$ cat src/rtl/frame_seq_pkg.sv
// Shared types and defaults for the frame sequencer and its output buffer.
package frame_seq_pkg;

  typedef enum logic [1:0] {
    IDLE,
    LOAD,
    READOUT
  } state_t;

  localparam int unsigned DEFAULT_ADDR_W       = 13;
  localparam int unsigned DEFAULT_DATA_W       = 8;
  localparam int unsigned DEFAULT_FRAME_PIXELS = 4096;

  // Width needed to hold an occupancy value from 0 up to depth inclusive.
  function automatic int unsigned fifo_cnt_w(input int unsigned depth);
    return $clog2(depth + 1);
  endfunction

endpackage

$ cat src/rtl/image_frame_sequencer_sync_fifo.sv
// Small synchronous FIFO; push and pop in the same cycle are allowed when full or empty.
module sync_fifo
  import frame_seq_pkg::*;
#(
  parameter int unsigned DATA_W = 8,
  parameter int unsigned DEPTH  = 4
) (
  input  logic                           clk,
  input  logic                           reset,
  input  logic                           push,
  input  logic [DATA_W-1:0]              din,
  input  logic                           pop,
  output logic [DATA_W-1:0]              dout,
  output logic [fifo_cnt_w(DEPTH)-1:0]   count,
  output logic                           empty,
  output logic                           full
);

  localparam int unsigned PW = (DEPTH > 1) ? $clog2(DEPTH) : 1;
  localparam int unsigned CW = fifo_cnt_w(DEPTH);

  logic [DATA_W-1:0] mem [DEPTH];
  logic [PW-1:0]     rd_ptr;
  logic [PW-1:0]     wr_ptr;
  logic              do_push;
  logic              do_pop;

  assign empty   = (count == '0);
  assign full    = (count == CW'(DEPTH));
  assign do_pop  = pop && !empty;
  assign do_push = push && (!full || do_pop);
  assign dout    = empty ? '0 : mem[rd_ptr];

  always_ff @(posedge clk) begin
    if (do_push) mem[wr_ptr] <= din;
  end

  always_ff @(posedge clk) begin
    if (reset) begin
      rd_ptr <= '0;
      wr_ptr <= '0;
      count  <= '0;
    end else begin
      if (do_push) wr_ptr <= (wr_ptr == PW'(DEPTH - 1)) ? '0 : wr_ptr + 1'b1;
      if (do_pop)  rd_ptr <= (rd_ptr == PW'(DEPTH - 1)) ? '0 : rd_ptr + 1'b1;
      case ({do_push, do_pop})
        2'b10:   count <= count + 1'b1;
        2'b01:   count <= count - 1'b1;
        default: count <= count;
      endcase
    end
  end

endmodule

$ cat src/rtl/image_frame_sequencer.sv
// Loads one frame of strobed pixels into the frame BRAM, then streams it back
// out in address order through a credit-limited valid/ready buffer.
module image_frame_sequencer
  import frame_seq_pkg::*;
#(
  parameter int unsigned ADDR_W       = DEFAULT_ADDR_W,
  parameter int unsigned DATA_W       = DEFAULT_DATA_W,
  parameter int unsigned FRAME_PIXELS = DEFAULT_FRAME_PIXELS,
  parameter int unsigned RD_LAT       = 2,
  parameter int unsigned FIFO_DEPTH   = RD_LAT + 2
) (
  input  logic              clk,
  input  logic              reset,
  input  logic              start,
  input  logic [DATA_W-1:0] image_in,
  input  logic              new_data,
  output logic              bram_we,
  output logic [ADDR_W-1:0] bram_waddr,
  output logic [DATA_W-1:0] bram_wdata,
  output logic [ADDR_W-1:0] bram_raddr,
  input  logic [DATA_W-1:0] bram_rdata,
  output logic [DATA_W-1:0] pix_out,
  output logic              pix_valid,
  input  logic              pix_ready,
  output logic              busy,
  output logic              frame_done,
  output logic              overrun
);

  localparam int unsigned      CNT_W    = ADDR_W + 1;
  localparam int unsigned      FCW      = fifo_cnt_w(FIFO_DEPTH);
  localparam int unsigned      UW       = FCW + 1;
  localparam logic [CNT_W-1:0] NUM_PIX  = CNT_W'(FRAME_PIXELS);
  localparam logic [CNT_W-1:0] LAST_PIX = CNT_W'(FRAME_PIXELS - 1);

  state_t            state;
  logic [CNT_W-1:0]  wr_cnt;
  logic [CNT_W-1:0]  rd_cnt;
  logic [CNT_W-1:0]  out_cnt;
  logic [RD_LAT-1:0] vld;
  logic [ADDR_W-1:0] raddr_q;
  logic [FCW-1:0]    count;
  logic [UW-1:0]     used;
  logic              empty;
  logic              full;
  logic              issue;
  logic              pop;

  // Reads in flight plus buffered pixels never exceed the buffer depth.
  assign used       = {1'b0, count} + UW'($countones(vld));
  assign issue      = (state == READOUT) && (rd_cnt < NUM_PIX) && (used < UW'(FIFO_DEPTH));
  assign pix_valid  = !empty;
  assign pop        = pix_valid && pix_ready;
  assign frame_done = (state == READOUT) && pop && (out_cnt == LAST_PIX);
  assign busy       = (state != IDLE);
  // The read address is presented in the issue cycle so data lands exactly RD_LAT later.
  assign bram_raddr = issue ? rd_cnt[ADDR_W-1:0] : raddr_q;

  always_ff @(posedge clk) begin
    if (reset) begin
      state      <= IDLE;
      wr_cnt     <= '0;
      rd_cnt     <= '0;
      out_cnt    <= '0;
      vld        <= '0;
      raddr_q    <= '0;
      bram_we    <= 1'b0;
      bram_waddr <= '0;
      bram_wdata <= '0;
      overrun    <= 1'b0;
    end else begin
      bram_we <= 1'b0;
      vld     <= RD_LAT'({vld, issue});
      if (issue) begin
        raddr_q <= rd_cnt[ADDR_W-1:0];
        rd_cnt  <= rd_cnt + 1'b1;
      end
      if (pop) out_cnt <= out_cnt + 1'b1;

      case (state)
        IDLE: begin
          if (start) begin
            state   <= LOAD;
            wr_cnt  <= '0;
            overrun <= 1'b0;
          end else if (new_data) begin
            overrun <= 1'b1;
          end
        end
        LOAD: begin
          if (new_data) begin
            bram_we    <= 1'b1;
            bram_waddr <= wr_cnt[ADDR_W-1:0];
            bram_wdata <= image_in;
            wr_cnt     <= wr_cnt + 1'b1;
            if (wr_cnt == LAST_PIX) begin
              state   <= READOUT;
              rd_cnt  <= '0;
              out_cnt <= '0;
            end
          end
        end
        READOUT: begin
          if (new_data) overrun <= 1'b1;
          if (frame_done) state <= IDLE;
        end
        default: state <= IDLE;
      endcase
    end
  end

  sync_fifo #(
    .DATA_W(DATA_W),
    .DEPTH (FIFO_DEPTH)
  ) u_fifo (
    .clk  (clk),
    .reset(reset),
    .push (vld[RD_LAT-1]),
    .din  (bram_rdata),
    .pop  (pix_ready),
    .dout (pix_out),
    .count(count),
    .empty(empty),
    .full (full)
  );

endmodule

$ cat config.mk
export PLATFORM = sky130hd
export DESIGN_NAME = image_frame_sequencer
export DESIGN_NICKNAME = d
export VERILOG_FILES = /design/src/rtl/frame_seq_pkg.sv /design/src/rtl/image_frame_sequencer_sync_fifo.sv /design/src/rtl/image_frame_sequencer.sv
export SDC_FILE = /design/constraint.sdc
export NUM_CORES = 1
export LEC_CHECK = 0
export ABC_AREA = 1
export BUFFER_PORTS_ARGS = -buffer_cell sky130_fd_sc_hd__buf_2
export CAP_MARGIN = 5
export CORE_UTILIZATION = 40
export DETAILED_ROUTE_END_ITERATION = 6
export GPL_ROUTABILITY_DRIVEN = 0
export SLEW_MARGIN = 0
export SYNTH_ARGS = -nofsm -noshare
export SYNTH_HDL_FRONTEND = slang
export SYNTH_SLANG_ARGS = --single-unit
$ cat constraint.sdc
create_clock -name clk -period 5.8 [get_ports clk]
set_input_delay 0.58 -clock clk [delete_from_list [all_inputs] [get_ports clk]]
set_output_delay 0.58 -clock clk [all_outputs]
set_load 0.02 [all_outputs]
Word level (Yosys, flattened, before mapping)
Memories as Yosys holds them, arrays and structs flattened. A register that Yosys moved wholly into a read port is not among the register bits. Index checks and enable logic that the tools add are counted.

Word-level logic and storage cells: 87. Bits in registers: 89. Input bits: 21. RAM bits: 32. Output and inout bits: 47. Memories: 1.

Multiplexer cells: 29. Reduce and logical (&&, ||, !) cells: 19. Magnitude comparators: 2. Add/subtract/negate cells: 9. Eq/ne operators: 13. Bitwise gates (word level): 1.

Memory list: u_fifo.mem (words 4, width 8, rd ports 1, clocked after Yosys merged registers in 1, write ports 1, RTL line image_frame_sequencer_sync_fifo.sv:22) `logic [DATA_W-1:0] mem [DEPTH];`.

Operators by type and width (count): 14-bit two-way mux (10); 14-bit by 1-bit adder with 14-bit output (second input constant) (3); 14-bit by 12-bit == test with 1-bit output (second input constant) (2); 14-bit one-hot mux with 2 select lines (1); 2-bit two-way mux (8); 14-bit by 13-bit < comparator with 1-bit output (second input constant) (1); 13-bit two-way mux (1); 2-bit == test (second input constant) (4); 8-bit two-way mux (1); 2-bit inequality test (second input constant) (4); 2-bit nonzero test (4); 1-bit logical AND (6); 2-bit one-hot mux with 3 select lines (1); 3-bit one-hot mux with 2 select lines (1); 1-bit two-way mux (5); 2-bit by 1-bit adder with 2-bit output (second input constant) (2); 3-bit by 2-bit adder with 4-bit output (1); 2-bit by 1-bit == test with 1-bit output (second input constant) (2); 4-bit by 3-bit < comparator with 1-bit output (second input constant) (1); 4-bit AND reduction (1); 3-bit by 1-bit adder with 3-bit output (second input constant) (1); 3-bit == test (second input constant) (1); 3-bit logical NOT (1); 3-bit AND reduction (1); other kinds (9) (10).

Logic depth before layout (Yosys ltp)
Gate-level depths: netlist of run 1.

Depth after elaboration: 8. Mapped depth: 13. Mapped depth without buffers: 11.

Cells and area by module
A second synthesis of run 1 with hierarchy kept.

Cells, all modules: 652. Area total of the unflattened synthesis: 5373.9 µm².

Modules (own cells, without submodules): image_frame_sequencer (area each 3617.2 µm², cells each 490, times used 1, sequential area each 1641.6 µm²); sync_fifo (area each 1756.7 µm², cells each 162, times used 1, sequential area each 1141.1 µm²).

Worst setup path before layout of run 1
Ideal clock, no wire load.

Kind: flip-flop to output port. From: register u_fifo.count[0]. To: output bram_raddr[0]. Buffers on the path: 2. Arrival: 1.558 ns. Data required time: 5.220 ns. Setup slack: 3.662 ns. Cell stages (with the launch flop): 9. Cells stage by stage: dfxtp_1 > ha_1 > nand2_1 > inv_2 > o21ai_1 > nand2_1 > buf_6 > buf_4 > a21oi_1.

Longest elaborated chain between the ends: 4.

RTL lines: from (decl) (RTL line image_frame_sequencer_sync_fifo.sv:14) `output logic [fifo_cnt_w(DEPTH)-1:0] count,`; from (signal assigned) (RTL line image_frame_sequencer_sync_fifo.sv:47) `2'b10: count <= count + 1'b1;`; from (signal assigned) (RTL line image_frame_sequencer_sync_fifo.sv:48) `2'b01: count <= count - 1'b1;`; from (signal assigned) (RTL line image_frame_sequencer_sync_fifo.sv:49) `default: count <= count;`; 3-bit by 2-bit adder with 4-bit output (RTL line image_frame_sequencer.sv:50) `assign used = {1'b0, count} + UW'($countones(vld));`; 4-bit by 3-bit < comparator with 1-bit output (RTL line image_frame_sequencer.sv:51) `assign issue = (state == READOUT) && (rd_cnt < NUM_PIX) && (used < UW'(FIFO_DEPTH));`; 1-bit logical AND (RTL line image_frame_sequencer.sv:51); 13-bit two-way mux; to (decl) (RTL line image_frame_sequencer.sv:20) `output logic [ADDR_W-1:0] bram_raddr,`.

No other way between the ends.

Final worst setup path of run 1
From: register u_fifo.count[0]. To: output bram_raddr[2].

The elaborated chain is that of the path after synthesis.

==> summary.md, run 1 <==
| Metric | Value |
|---|---|
| Initial antenna violation count | 0 |
| Status | complete, no violations |
| Max-slew violations | 0 |
| Max-cap viol count | 0 |
| Vias in the first global route | ~4200 |
| DRC Markers | 0 |
| PwrDens | around 330 nW/um^2 |
| Die Height | 118 um |
| Yosys Warn Count | 0 |
| Synthesized area per cell | between 7 and 8 um^2 |
| Clock power frac | 0.486 |
| Fraction of registers with async set/reset | 0 |
| Gate count after technology mapping | between 600 and 700 |
| Nets@finish | just under 800 |
| DR WL/cell | about 12 um |
| Clk root buf | clkbuf_16 |
| First drt pass iteration count | 4 |
| CP Capture Type | output port |
| CTS clock-pin slew for the worst setup and hold paths | 0.05 ns |
| Total grt overflow | 0 |
| Clock Latency Late Sink | ~0.42 ns |
| Syn_nets | around 710 |
| Critical path class | reg2out |
| Yosys cell types | 35 |
| Vias/cell | roughly 4.8 |
| Max FO, Critical Path | 39 |
| Post-synth EDFFs | 32 |
| Total Wirelength | 11230 um |
| Final Hold Violating Endpoints | 0 |
| CTS buffer count | 17 |
| DRT iter0 DRCs | between 200 and 250 |
| Combinational power share | 0.083 |
| Pin count of the biggest net entering global routing | 40 |
| Yosys reg bits | between 100 and 150 |
| Worst-margin pin slew | 0.8299 ns |
| Starting Density | 0.4081 |
| Final setup viols | 0 |
| Worst-path cell chain | ha_1, nand2_1, inv_2, o21ai_1, nand2_1, buf_4, inv_2, nand2_1, nand2_1, buf_2 |
| Worst Path Arrival | 2.18 ns |
| Die area | about 14000 um^2 |
| # fillers | 1285 |
| Die X | between 100 and 150 um |
| Post-detail-place hpwl | roughly 7600 um |
| Worst stage delay on the critical path | a little under 0.4 ns |
| Synth Flop Type | dfxtp_1 |
| Setup bufs post-CTS | 0 |
| Via count | ~4400 |
| Area Growth Syn to Fin | 18.67% |
| Sequential Power Share | 0.431 |
| Fmax | between 300 and 400 MHz |
| Internal | between 1.5 and 2 mW |
| Fin crit share | 0.4762 |
| Worst path slowest cell | dfxtp_1 |
| Layout cells sized above 1 | 0.1609 |
| Core ar. | about 13000 um^2 |
| RSZ-0062 raised after global routing | no |
| Sequential cell area fraction in the yosys report | 0.5170 |
| Max Root-Sink Buffers | 2 |
| # port buffers | 67 |
| Hold_buf cts | 0 |
| Ant diodes | 0 |
| Switching pwr | roughly 0.52 mW |
| Cell Rows | 42 |
| Worst hold-check path type | in2reg |
| Final min period | between 2 and 3 ns |
| Max VDD drop | roughly 0.18 mV |
| Setup Skew | 0.007172 ns |
| Clk sinks | 123 |
| Post-route ant nets | 0 |
| Placed cells | ~900 |
| CTS tree | built |
| Boundary Pins | 68 |
| First-pass GRT wire length | ~19000 um |
| H-Tree Depth | 4 |
| Final TNS setup | 0 ns |
| Startpoint types | flip-flop |
| Layout Cells excl Fill | about 930 |
| Mapped Area | 5383 um^2 |
| Max-slew headroom | 0.4447 |
| Pleak | roughly 2.6 nW |
| CTS-repair resized insts | 0 |
| Sw frac | 0.2411 |
| Gr usage total | 0.1714 |
| WP data required | 5.22 ns |
| CP dominant cell by count | nand2_1 |
[cell families (layout without fill, tap and decap cells)]
family,after synthesis,count (layout),synth area share
AND/OR/NAND/NOR,303,303,0.2366
AO/OA/AOI/OAI,127,127,0.1225
flip-flops,123,123,0.5170
buffers and inverters,101,178,0.08066
adder cells (fa/ha/maj),11,11,0.02696
XOR/XNOR,10,10,0.01627
[cell usage in the layout, fill, tap and decap left out, types with 2 or more instances in the layout]
master,n
nand3_2,2
clkinv_2,3
nor2_1,109
nor2_4,2
nand2_1,141
dfxtp_1,91
nor2_2,2
clkbuf_1,2
o21bai_1,2
nor3_2,2
o21ai_1,16
xnor2_1,4
a211oi_1,3
clkinv_1,3
nand4_1,12
nor3_1,7
o21ai_0,34
inv_2,13
ha_1,10
inv_1,65
xor2_1,6
a21oi_1,69
buf_2,67
clkbuf_16,17
edfxtp_1,32
nand3_1,20
bufinv_16,3
nand2_2,2
clkinv_4,2
[cell usage after synthesis (all sizes together), types with 2 or more instances]
cell type | count | share of area
xnor2 | 4 | 0.0065
a21oi | 69 | 0.064
nor3 | 9 | 0.010
nand4 | 13 | 0.016
clkbuf | 7 | 0.0049
o21ai | 51 | 0.048
nand3 | 22 | 0.022
ha | 10 | 0.023
a211oi | 3 | 0.0042
dfxtp | 91 | 0.34
buf | 16 | 0.021
nand2 | 144 | 0.10
edfxtp | 32 | 0.18
nor2 | 113 | 0.083
inv | 78 | 0.054
o21bai | 2 | 0.0028
xor2 | 6 | 0.0098
[final timing paths]
path / slack, ns / from / cells past startpoint / to
setup reg to reg: 3.46 / u_fifo.count[0] / 11 / u_fifo.count[2]
hold reg to reg: 0.44 / vld[0] / 2 / vld[1]
hold / removal: 0.38 / bram_rdata[0] / 1 / u_fifo.mem[2][0]
setup / recovery: 3.04 / u_fifo.count[0] / 10 / bram_raddr[2]
[registers in the layout (all words and copies together), names as in the netlist, named ones only]
name,flops
bram_wdata,8
u_fifo.rd_ptr,2
state,2
wr_cnt,14
overrun,1
u_fifo.mem,32
out_cnt,14
raddr_q,13
rd_cnt,14
bram_we,1
vld,2
u_fifo.count,3
bram_waddr,13
u_fifo.wr_ptr,2
[per-stage QoR]
step / instance area, um^2 / power, mW / hold slack [ns] / utilization / worst slack, ns
2_1_floorplan: 5383 / 1.063 / 0.4074 / - / 3.662
3_3_place_gp: 5804 / 1.114 / 0.4209 / 0.4400 / 3.359
3_5_place_dp: 5804 / 1.118 / 0.4282 / 0.4400 / 3.313
4_1_cts: 6387 / 2.162 / 0.3636 / 0.4843 / 3.011
5_1_grt: 6387 / 2.228 / 0.3725 / 0.4843 / 2.845
6_report: 6387 / 2.137 / 0.3780 / 0.4843 / 3.038
[critical path: cells and delay by family, from the launching register on]
| family | cells | cell delay (ns) |
|---|---|---|
| AO/OA/AOI/OAI | 1 | 0.11 |
| adder cells (fa/ha/maj) | 1 | 0.26 |
| buffers and inverters | 4 | 0.69 |
| flip-flops | 1 | 0.39 |
| AND/OR/NAND/NOR | 4 | 0.32 |
[power by group through the flow]
| stage | sequential [mW] | clock [mW] | combinational (mW) |
|---|---|---|---|
| floorplan | 0.935 | 0 | 0.128 |
| global placement | 0.938 | 0 | 0.176 |
| detailed placement | 0.939 | 0 | 0.179 |
| CTS | 0.921 | 1.06 | 0.180 |
| global route | 0.924 | 1.10 | 0.201 |
| finish | 0.921 | 1.04 | 0.177 |
[area by class of cell]
type	count	area, um^2	share of cell area
flip-flops and latches	123	2783	0.4357
well taps	176	220.2	0.03448
inverters	78	292.8	0.04584
multi-input cells	451	2166	0.3391
clock inverters	13	150.1	0.02351
repair buffers	68	342.8	0.05367
clock buffers	19	432.9	0.06778
[routing by layer]
metal,part of all wire,GRT usage,wire length [um]
met4,0.018,0.08253,202
met3,0.039,0.04603,433
met2,0.47,0.2735,5246
met5,0,0,0
met1,0.48,0.2143,5351
No activity file was read; power rests on OpenSTA's default activity.
==> run 2: changes to the inputs <==
--- a/config.mk
+++ b/config.mk
@@ -5,7 +5,7 @@
 export SDC_FILE = /design/constraint.sdc
 export NUM_CORES = 1
 export LEC_CHECK = 0
-export ABC_AREA = 1
+export ABC_AREA = 0
 export BUFFER_PORTS_ARGS = -buffer_cell sky130_fd_sc_hd__buf_2
 export CAP_MARGIN = 5
 export CORE_UTILIZATION = 40
==> constraint.sdc (replaced) <==
create_clock -name clk -period 2.9 [get_ports clk]
set_input_delay 0.29 -clock clk [delete_from_list [all_inputs] [get_ports clk]]
set_output_delay 0.29 -clock clk [all_outputs]
set_load 0.02 [all_outputs]
==> run 2 against run 1 <==
Power grew 86%. Synthesized cell count shrank 27%. Area after synthesis shrank 5.8%. Global-route usage shrank 1.2 points. Non-clock buffer count grew 5. Critical endpoint is now bram_raddr[6]. Via count shrank 17%. Critical path type unchanged. Sequential power grew 93%. Clock power grew 100%.
==> summary.md, run 2 <==
| Metric | Value |
|---|---|
| Total Power | 3.975 mW (was 2.137 mW) |
| Crit path from | u_fifo.count[0] (unchanged) |
| Combinational power share | 0.023 (was 0.083) |
| Sequential Power Share | 0.447 (was 0.431) |
| Pleak | 2.289 nW (was 2.623 nW) |
| Vias in the first global route | 3377 (was 4174) |
| Final Hold Violating Endpoints | 0 (unchanged) |
| Fraction of registers with async set/reset | 0 (unchanged) |
| Largest register by flop count | u_fifo.mem (unchanged) |
| Final TNS setup | 0 ns (unchanged) |
| Synthesized area per cell | 10.33 um^2 (was 7.974 um^2) |
| Pin count of the biggest net entering global routing | 37 (was 40) |
| Clock Latency Late Sink | 0.41 ns (was 0.42 ns) |
| Fmax | about 370 MHz |
| Clock power frac | 0.530 (was 0.486) |
| Sequential cell area fraction in the yosys report | 0.5486 (was 0.5170) |
| Gr usage total | 0.1595 (was 0.1714) |
| Worst-path cell chain | ha_1, a21o_1, a2111o_1, buf_4, mux2_1, buf_2 (was ha_1, nand2_1, inv_2, o21ai_1, nand2_1, buf_4, inv_2, nand2_1, nand2_1, buf_2) |
| Internal | 3.207 mW (was 1.622 mW) |
| First-pass GRT wire length | 16060 um (was 19060 um) |
| Worst stage delay on the critical path | 0.40 ns (was 0.39 ns) |
| Layout cells sized above 1 | 0.2164 (was 0.1609) |
| Max-cap viol count | 0 (unchanged) |
| RSZ-0062 raised after global routing | no (unchanged) |
| CP top delay family | compound AO/OA/AOI/OAI gates (was buffers and inverters) |
| Clk sinks | 123 (unchanged) |
| Total grt overflow | 0 (unchanged) |
| DR WL/cell | 13.22 um (was 12.11 um) |
| Most frequent cells in the layout | dfxtp_1 (90), buf_2 (67), nand2_1 (62), a21oi_1 (46), nor2_1 (39) (was nand2_1 (141), nor2_1 (109), dfxtp_1 (91), a21oi_1 (69), buf_2 (67)) |
| # fillers | 1123 (was 1285) |
| Clk root buf | clkbuf_16 (unchanged) |
| H-Tree Depth | 4 (unchanged) |
| WP data required | 2.61 ns (was 5.22 ns) |
| Switching pwr | 0.7684 mW (was 0.5152 mW) |
| CP Capture Type | output port (unchanged) |
| Post-synth EDFFs | 32 (unchanged) |
| Fin crit share | 0.9236 |
| Vias/cell | 4.976 (was 4.782) |
| Final setup viols | 0 (unchanged) |
| Die X | 114.6 um (was 118 um) |
| Leading cell type in the layout, fill and taps excluded | dfxtp_1 (was nand2_1) |
| Mapped Area | 5072 um^2 (was 5383 um^2) |
| Critical path class | reg2out (unchanged) |
| Reg-to-Reg End | u_fifo.count[2] (unchanged) |
| Gate count after technology mapping | 491 (was 675) |
| Post-detail-place hpwl | 6505 um (was 7576 um) |
| Via count | 3687 (was 4438) |
| PwrDens | 643.9 nW/um^2 (was 334.5 nW/um^2) |
| Cell Rows | 40 (was 42) |
| Most instantiated cells after synthesis | dfxtp_1 (91), nand2_1 (62), a21oi_1 (46) (was nand2_1 (141), nor2_1 (109), dfxtp_1 (91)) |
| Max Root-Sink Buffers | 2 (unchanged) |
| Worst-margin pin slew | 0.9407 ns (was 0.8299 ns) |
| Worst hold-check path type | in2reg (unchanged) |
| Max-slew violations | 0 (unchanged) |
| First drt pass iteration count | 4 (unchanged) |
| Yosys reg bits | 123 (unchanged) |
| DRT iter0 DRCs | 155 (was 240) |
| Status | complete, no violations (unchanged) |
| Worst Path Arrival | 2.39 ns (was 2.18 ns) |
| Synth area leader | dfxtp_1 (unchanged) |
| Ant diodes | 0 (unchanged) |
| Initial antenna violation count | 0 (unchanged) |
| Nets@finish | 592 (was 771) |
| Sw frac | 0.1933 (was 0.2411) |
| Core ar. | 12160 um^2 (was 13190 um^2) |
| Worst path slowest cell | a2111o_1 (was dfxtp_1) |
| Top-area cell type share of the netlist area | 0.3592 (was 0.3384) |
| Total Wirelength | 9793 um (was 11230 um) |
| Max-slew headroom | 0.3549 (was 0.4447) |
| CTS clock-pin slew for the worst setup and hold paths | 0.05 ns (about the same) |
| Stages on the worst setup path | 6 (was 10) |
| Max FO, Critical Path | 25 (was 39) |
| Setup Skew | 0.006643 ns (was 0.007172 ns) |
| Buf/Inv on CP | 2 (was 4) |
| Largest register FFs | 32 (unchanged) |
| Final min period | between 2 and 3 ns |
| Worst setup path endpoint | bram_raddr[6] (was bram_raddr[2]) |
| Synth Flop Type | dfxtp_1 (unchanged) |
| Syn_nets | 523 (was 707) |
| Die area | 13140 um^2 (was 13920 um^2) |
| Die Height | 114.6 um (was 118 um) |
| Yosys cell types | 48 (was 35) |
| Synth top area cells | dfxtp_1 (36%), edfxtp_1 (19%), nand2_1 (4.6%), a21oi_1 (4.5%), mux4_2 (3.6%) (was dfxtp_1 (34%), edfxtp_1 (18%), nand2_1 (9.8%), nor2_1 (7.6%), a21oi_1 (6.4%)) |
| Count leader, synth | dfxtp_1 (was nand2_1) |
| CTS buffer count | 17 (unchanged) |
| Setup bufs post-CTS | 0 (unchanged) |
| Boundary Pins | 68 (unchanged) |
| R2R cell count | 8 (was 11) |
| Post-route ant nets | 0 (unchanged) |
| Yosys Warn Count | 0 (unchanged) |
| # port buffers | 67 (unchanged) |
| Area Growth Syn to Fin | 21.71% (was 18.67%) |
| CTS tree | built (unchanged) |
| Starting Density | 0.4171 (was 0.4081) |
| FF-to-FF setup slack | 0.63 ns (was 3.46 ns) |
| DRC Markers | 0 (unchanged) |
| RR Startpoint | u_fifo.count[2] (was u_fifo.count[0]) |
| Max VDD drop | 0.3305 mV (was 0.1772 mV) |
| Hold Path Cell Cnt | 1 (unchanged) |
| Startpoint types | flip-flop (unchanged) |
run 2: changes by cell type in the layout (fill, tap and decap cells not counted), moves of 9 or more:
| cell | before | now |
|---|---|---|
| nor2b_1 | 0 | 22 |
| o21ai_1 | 16 | 0 |
| xnor2_1 | 4 | 17 |
| inv_1 | 65 | 19 |
| nand3_1 | 20 | 9 |
| mux2_2 | 0 | 9 |
| nand2_1 | 141 | 62 |
| o21ai_0 | 34 | 10 |
| nor2_1 | 109 | 39 |
| a21oi_1 | 69 | 46 |
| inv_2 | 13 | 0 |
| or3_1 | 0 | 11 |
run 2: timing repair:
item / CTS / global route
resized for setup: 0 / 1
setup endpoints to repair: 0 / 3
hold buffers: 0 / 0
run 2: cell families after synthesis:
family	share of synthesized area
multiplexers	0.06808
buffers and inverters	0.03601
AO/OA/AOI/OAI	0.09004
AND/OR/NAND/NOR	0.1890
flip-flops	0.5486
XOR/XNOR	0.03971
adder cells (fa/ha/maj)	0.02861
run 2: final cells by class:
type	instances	area, um^2	area share
repair buffers	73	380.4	0.06161
clock buffers	28	568.0	0.09201
clock inverters	4	47.55	0.007702
well taps	168	210.2	0.03405
inverters	19	71.32	0.01155
flip-flops and latches	123	2784	0.4510
multi-input cells	326	2112	0.3421
run 2: metrics by stage:
stage                     hold slack (ns)    util  std cells  area (um^2)  setup slack, ns
after floorplan                    0.3889       -        491         5072           0.6810
final                              0.1017  0.5076        741         6173           0.2216
after detailed placement           0.4156  0.4569        709         5557           0.5375
after global routing              0.08472  0.5076        741         6173          0.09593
after CTS                         0.07349  0.5075        741         6172          0.08310
after global placement             0.4170  0.4569        709         5557           0.5999
run 2: layer usage:
| metal | track usage | vias to the layer above | part of all wire |
|---|---|---|---|
| met5 | 0 | - | 0 |
| met1 | 0.1939 | 1731 | 0.46 |
| met2 | 0.2578 | 69 | 0.49 |
| met3 | 0.04817 | 11 | 0.035 |
| li1 | - | 1876 | - |
| met4 | 0.07792 | 0 | 0.0097 |
run 2: worst min-delay path by stage:
stage / from / slack (ns) / end
after floorplan: bram_rdata[0] / 0.39 / u_fifo.mem[0][0]
after global placement: rd_cnt[13] / 0.42 / rd_cnt[13]
after detailed placement: rd_cnt[13] / 0.42 / rd_cnt[13]
after CTS: bram_rdata[3] / 0.07 / u_fifo.mem[2][3]
after global routing: bram_rdata[4] / 0.08 / u_fifo.mem[3][4]
final: bram_rdata[4] / 0.10 / u_fifo.mem[3][4]
run 2: power groups by stage:
stage / clock, mW / sequential [mW] / combinational [mW]
CTS: 2.16 / 1.77 / 0.0934
global route: 2.25 / 1.78 / 0.102
finish: 2.11 / 1.78 / 0.0917
global placement: 0 / 1.81 / 0.0912
floorplan: 0 / 1.82 / 0.0449
detailed placement: 0 / 1.81 / 0.0933
run 2: worst register-to-register path, stage by stage, from the launching register on:
cell and delay, ns:
dfxtp_1 0.37, o31ai_2 0.63, inv_1 0.17, ha_1 0.26, inv_1 0.08, fa_1 0.18
xor2_1 0.08, or3_1 0.30, a21oi_1 0.14
==> run 3: changes to the inputs <==
--- a/config.mk
+++ b/config.mk
@@ -5,7 +5,7 @@
 export SDC_FILE = /design/constraint.sdc
 export NUM_CORES = 1
 export LEC_CHECK = 0
-export ABC_AREA = 0
+export ABC_AREA = 1
 export BUFFER_PORTS_ARGS = -buffer_cell sky130_fd_sc_hd__buf_2
 export CAP_MARGIN = 5
 export CORE_UTILIZATION = 40
==> run 3 against run 2 <==
Power up 13%. Largest power group unchanged. Largest cell class unchanged. Critical path type unchanged. Non-clock buffer count down 4. Setup slack better by 0.11 ns. Combinational power rose to 3.9 times the previous value. Clock-buffer cell count down 7.
==> summary.md, run 3 (same netlist as run 1, synthesis figures left out) <==
| Metric | Value |
|---|---|
| DP Area | 5824 um^2 (was 5557 um^2) |
| Fin crit share | 0.8845 (was 0.9236) |
| Ant diodes | 0 (unchanged) |
| CTS-repair resized insts | 0 (unchanged) |
| Initial antenna violation count | 0 (unchanged) |
| Startpoint types | flip-flop (unchanged) |
| Pleak | 2.660 nW (was 2.289 nW) |
| DRT iter0 DRCs | 269 (was 155) |
| Worst stage delay on the critical path | 0.39 ns (was 0.40 ns) |
| Via count | 4499 (was 3687) |
| Final Hold Violating Endpoints | 0 (unchanged) |
| Placed cells | 897 (was 709) |
| # fillers | 1263 (was 1123) |
| Final min period | 2.565 ns (was 2.678 ns) |
| Die area | 13920 um^2 (was 13140 um^2) |
| Die Height | 118 um (was 114.6 um) |
| WP data required | 2.61 ns (about the same) |
| WHS | 0.09740 ns (was 0.1017 ns) |
| Starting Density | 0.4081 (was 0.4171) |
| CTS clock-pin slew for the worst setup and hold paths | 0.05 ns (about the same) |
| Largest register by flop count | u_fifo.mem (unchanged) |
| Max VDD drop | 0.3565 mV (was 0.3305 mV) |
| Max Root-Sink Buffers | 2 (unchanged) |
| Status | complete, no violations (unchanged) |
| Final TNS setup | 0 ns (unchanged) |
| Final setup viols | 0 (unchanged) |
| Pre-CTS setup slack | 0.5666 ns (was 0.5375 ns) |
| Max-slew violations | 0 (unchanged) |
| Fin area | 6467 um^2 (was 6173 um^2) |
| Die X | 118 um (was 114.6 um) |
| Core Util, Final | 0.4903 (was 0.5076) |
| Hold_buf cts | 0 (unchanged) |
| Setup bufs post-CTS | 0 (unchanged) |
| Leading cell type in the layout, fill and taps excluded | nand2_1 (was dfxtp_1) |
| Critical path class | reg2out (unchanged) |
| Total Wirelength | 11260 um (was 9793 um) |
| CP dominant cell by count | nand2_1 |
| Gr usage total | 0.1749 (was 0.1595) |
| CP top delay family | simple AND/OR/NAND/NOR gates (was compound AO/OA/AOI/OAI gates) |
| Buf/Inv on CP | 3 (was 2) |
| Largest register FFs | 32 (unchanged) |
| CTS buffer count | 17 (unchanged) |
| RSZ-0062 raised after global routing | no (unchanged) |
| Post-detail-place hpwl | 7651 um (was 6505 um) |
| PwrDens | 693.1 nW/um^2 (was 643.9 nW/um^2) |
| Layout Cells excl Fill | 929 (was 741) |
| DRC Markers | 0 (unchanged) |
| Max-cap viol count | 0 (unchanged) |
| Post-route ant nets | 0 (unchanged) |
| Boundary Pins | 68 (unchanged) |
| Total grt overflow | 0 (unchanged) |
| CP Capture Type | output port (unchanged) |
| Worst-path cell chain | ha_1, nand2_1, inv_2, o21ai_1, nand2_1, buf_12, nor2_1, a21oi_1, buf_2 (was ha_1, a21o_1, a2111o_1, buf_4, mux2_1, buf_2) |
| Vias in the first global route | 4228 (was 3377) |
| First-pass GRT wire length | 19430 um (was 16060 um) |
| Max-slew headroom | 0.4758 (was 0.3549) |
| Worst Path Arrival | 2.27 ns (was 2.39 ns) |
| Clk sinks | 123 (unchanged) |
| H-Tree Depth | 4 (unchanged) |
| Vias/cell | 4.843 (was 4.976) |
| Worst-margin pin slew | 0.7834 ns (was 0.9407 ns) |
| Cell Rows | 42 (was 40) |
| Nets@finish | 772 (was 592) |
| Fmax | 389.9 MHz (was 373.4 MHz) |
| Final worst slack | 0.3350 ns (was 0.2216 ns) |
| Most frequent cells in the layout | nand2_1 (141), nor2_1 (109), dfxtp_1 (91), a21oi_1 (69), buf_2 (67) (was dfxtp_1 (90), buf_2 (67), nand2_1 (62), a21oi_1 (46), nor2_1 (39)) |
| Area Growth Syn to Fin | 20.15% (was 21.71%) |
| Worst path slowest cell | dfxtp_1 (was a2111o_1) |
| # port buffers | 67 (unchanged) |
| Clock Latency Late Sink | 0.41 ns (about the same) |
| Clk root buf | clkbuf_16 (unchanged) |
| Setup Skew | 0.008246 ns (was 0.006643 ns) |
| Worst hold-check path type | in2reg (unchanged) |
| Core ar. | 13190 um^2 (was 12160 um^2) |
| DR WL/cell | 12.12 um (was 13.22 um) |
| Pin count of the biggest net entering global routing | 34 (was 37) |
| Layout cells sized above 1 | 0.1633 (was 0.2164) |
| First drt pass iteration count | 4 (unchanged) |
| Max FO, Critical Path | 28 (was 25) |
| CTS tree | built (unchanged) |
| Total Power | 4.482 mW (was 3.975 mW) |
[run 3: cell types whose count changed in the layout (fill, tap and decap cells not counted), moves of 9 or more]
cell,before,now
nand2_1,62,141
nor2_1,39,109
inv_1,19,65
o21ai_0,10,34
a21oi_1,46,69
nor2b_1,22,0
o21ai_1,0,16
inv_2,0,13
xnor2_1,17,4
nand3_1,9,20
or3_1,11,0
mux2_2,9,0
[run 3: final timing paths]
check                       start          endpoint  slack (ns)  cells past startpoint
setup / recovery  u_fifo.count[0]     bram_raddr[0]        0.34                      9
hold / removal      bram_rdata[4]  u_fifo.mem[1][4]         0.1                      1
setup reg to reg  u_fifo.count[0]   u_fifo.count[2]        0.51                     11
hold reg to reg            vld[0]            vld[1]        0.44                      2
[run 3: routing by layer]
layer / vias up / GRT usage / share of wire
li1: 2327 / - / -
met4: 0 / 0.07372 / 0.015
met3: 19 / 0.05959 / 0.053
met1: 2049 / 0.2200 / 0.47
met2: 104 / 0.2728 / 0.47
met5: - / 0 / 0
[run 3: report_power, final]
group / total [mW] / leakage, nW / internal, mW / switching [mW]
clock: 2.28 / 0.309 / 1.55 / 0.734
combinational: 0.360 / 1.33 / 0.109 / 0.251
sequential: 1.84 / 1.02 / 1.80 / 0.0453
[run 3: cell type report]
type,instances,area (um^2),area share
flip-flops and latches,123,2783,0.4303
clock inverters,11,192.7,0.02979
repair buffers,69,362.8,0.05610
clock buffers,21,450.4,0.06965
multi-input cells,451,2166,0.3349
well taps,176,220.2,0.03405
inverters,78,292.8,0.04527
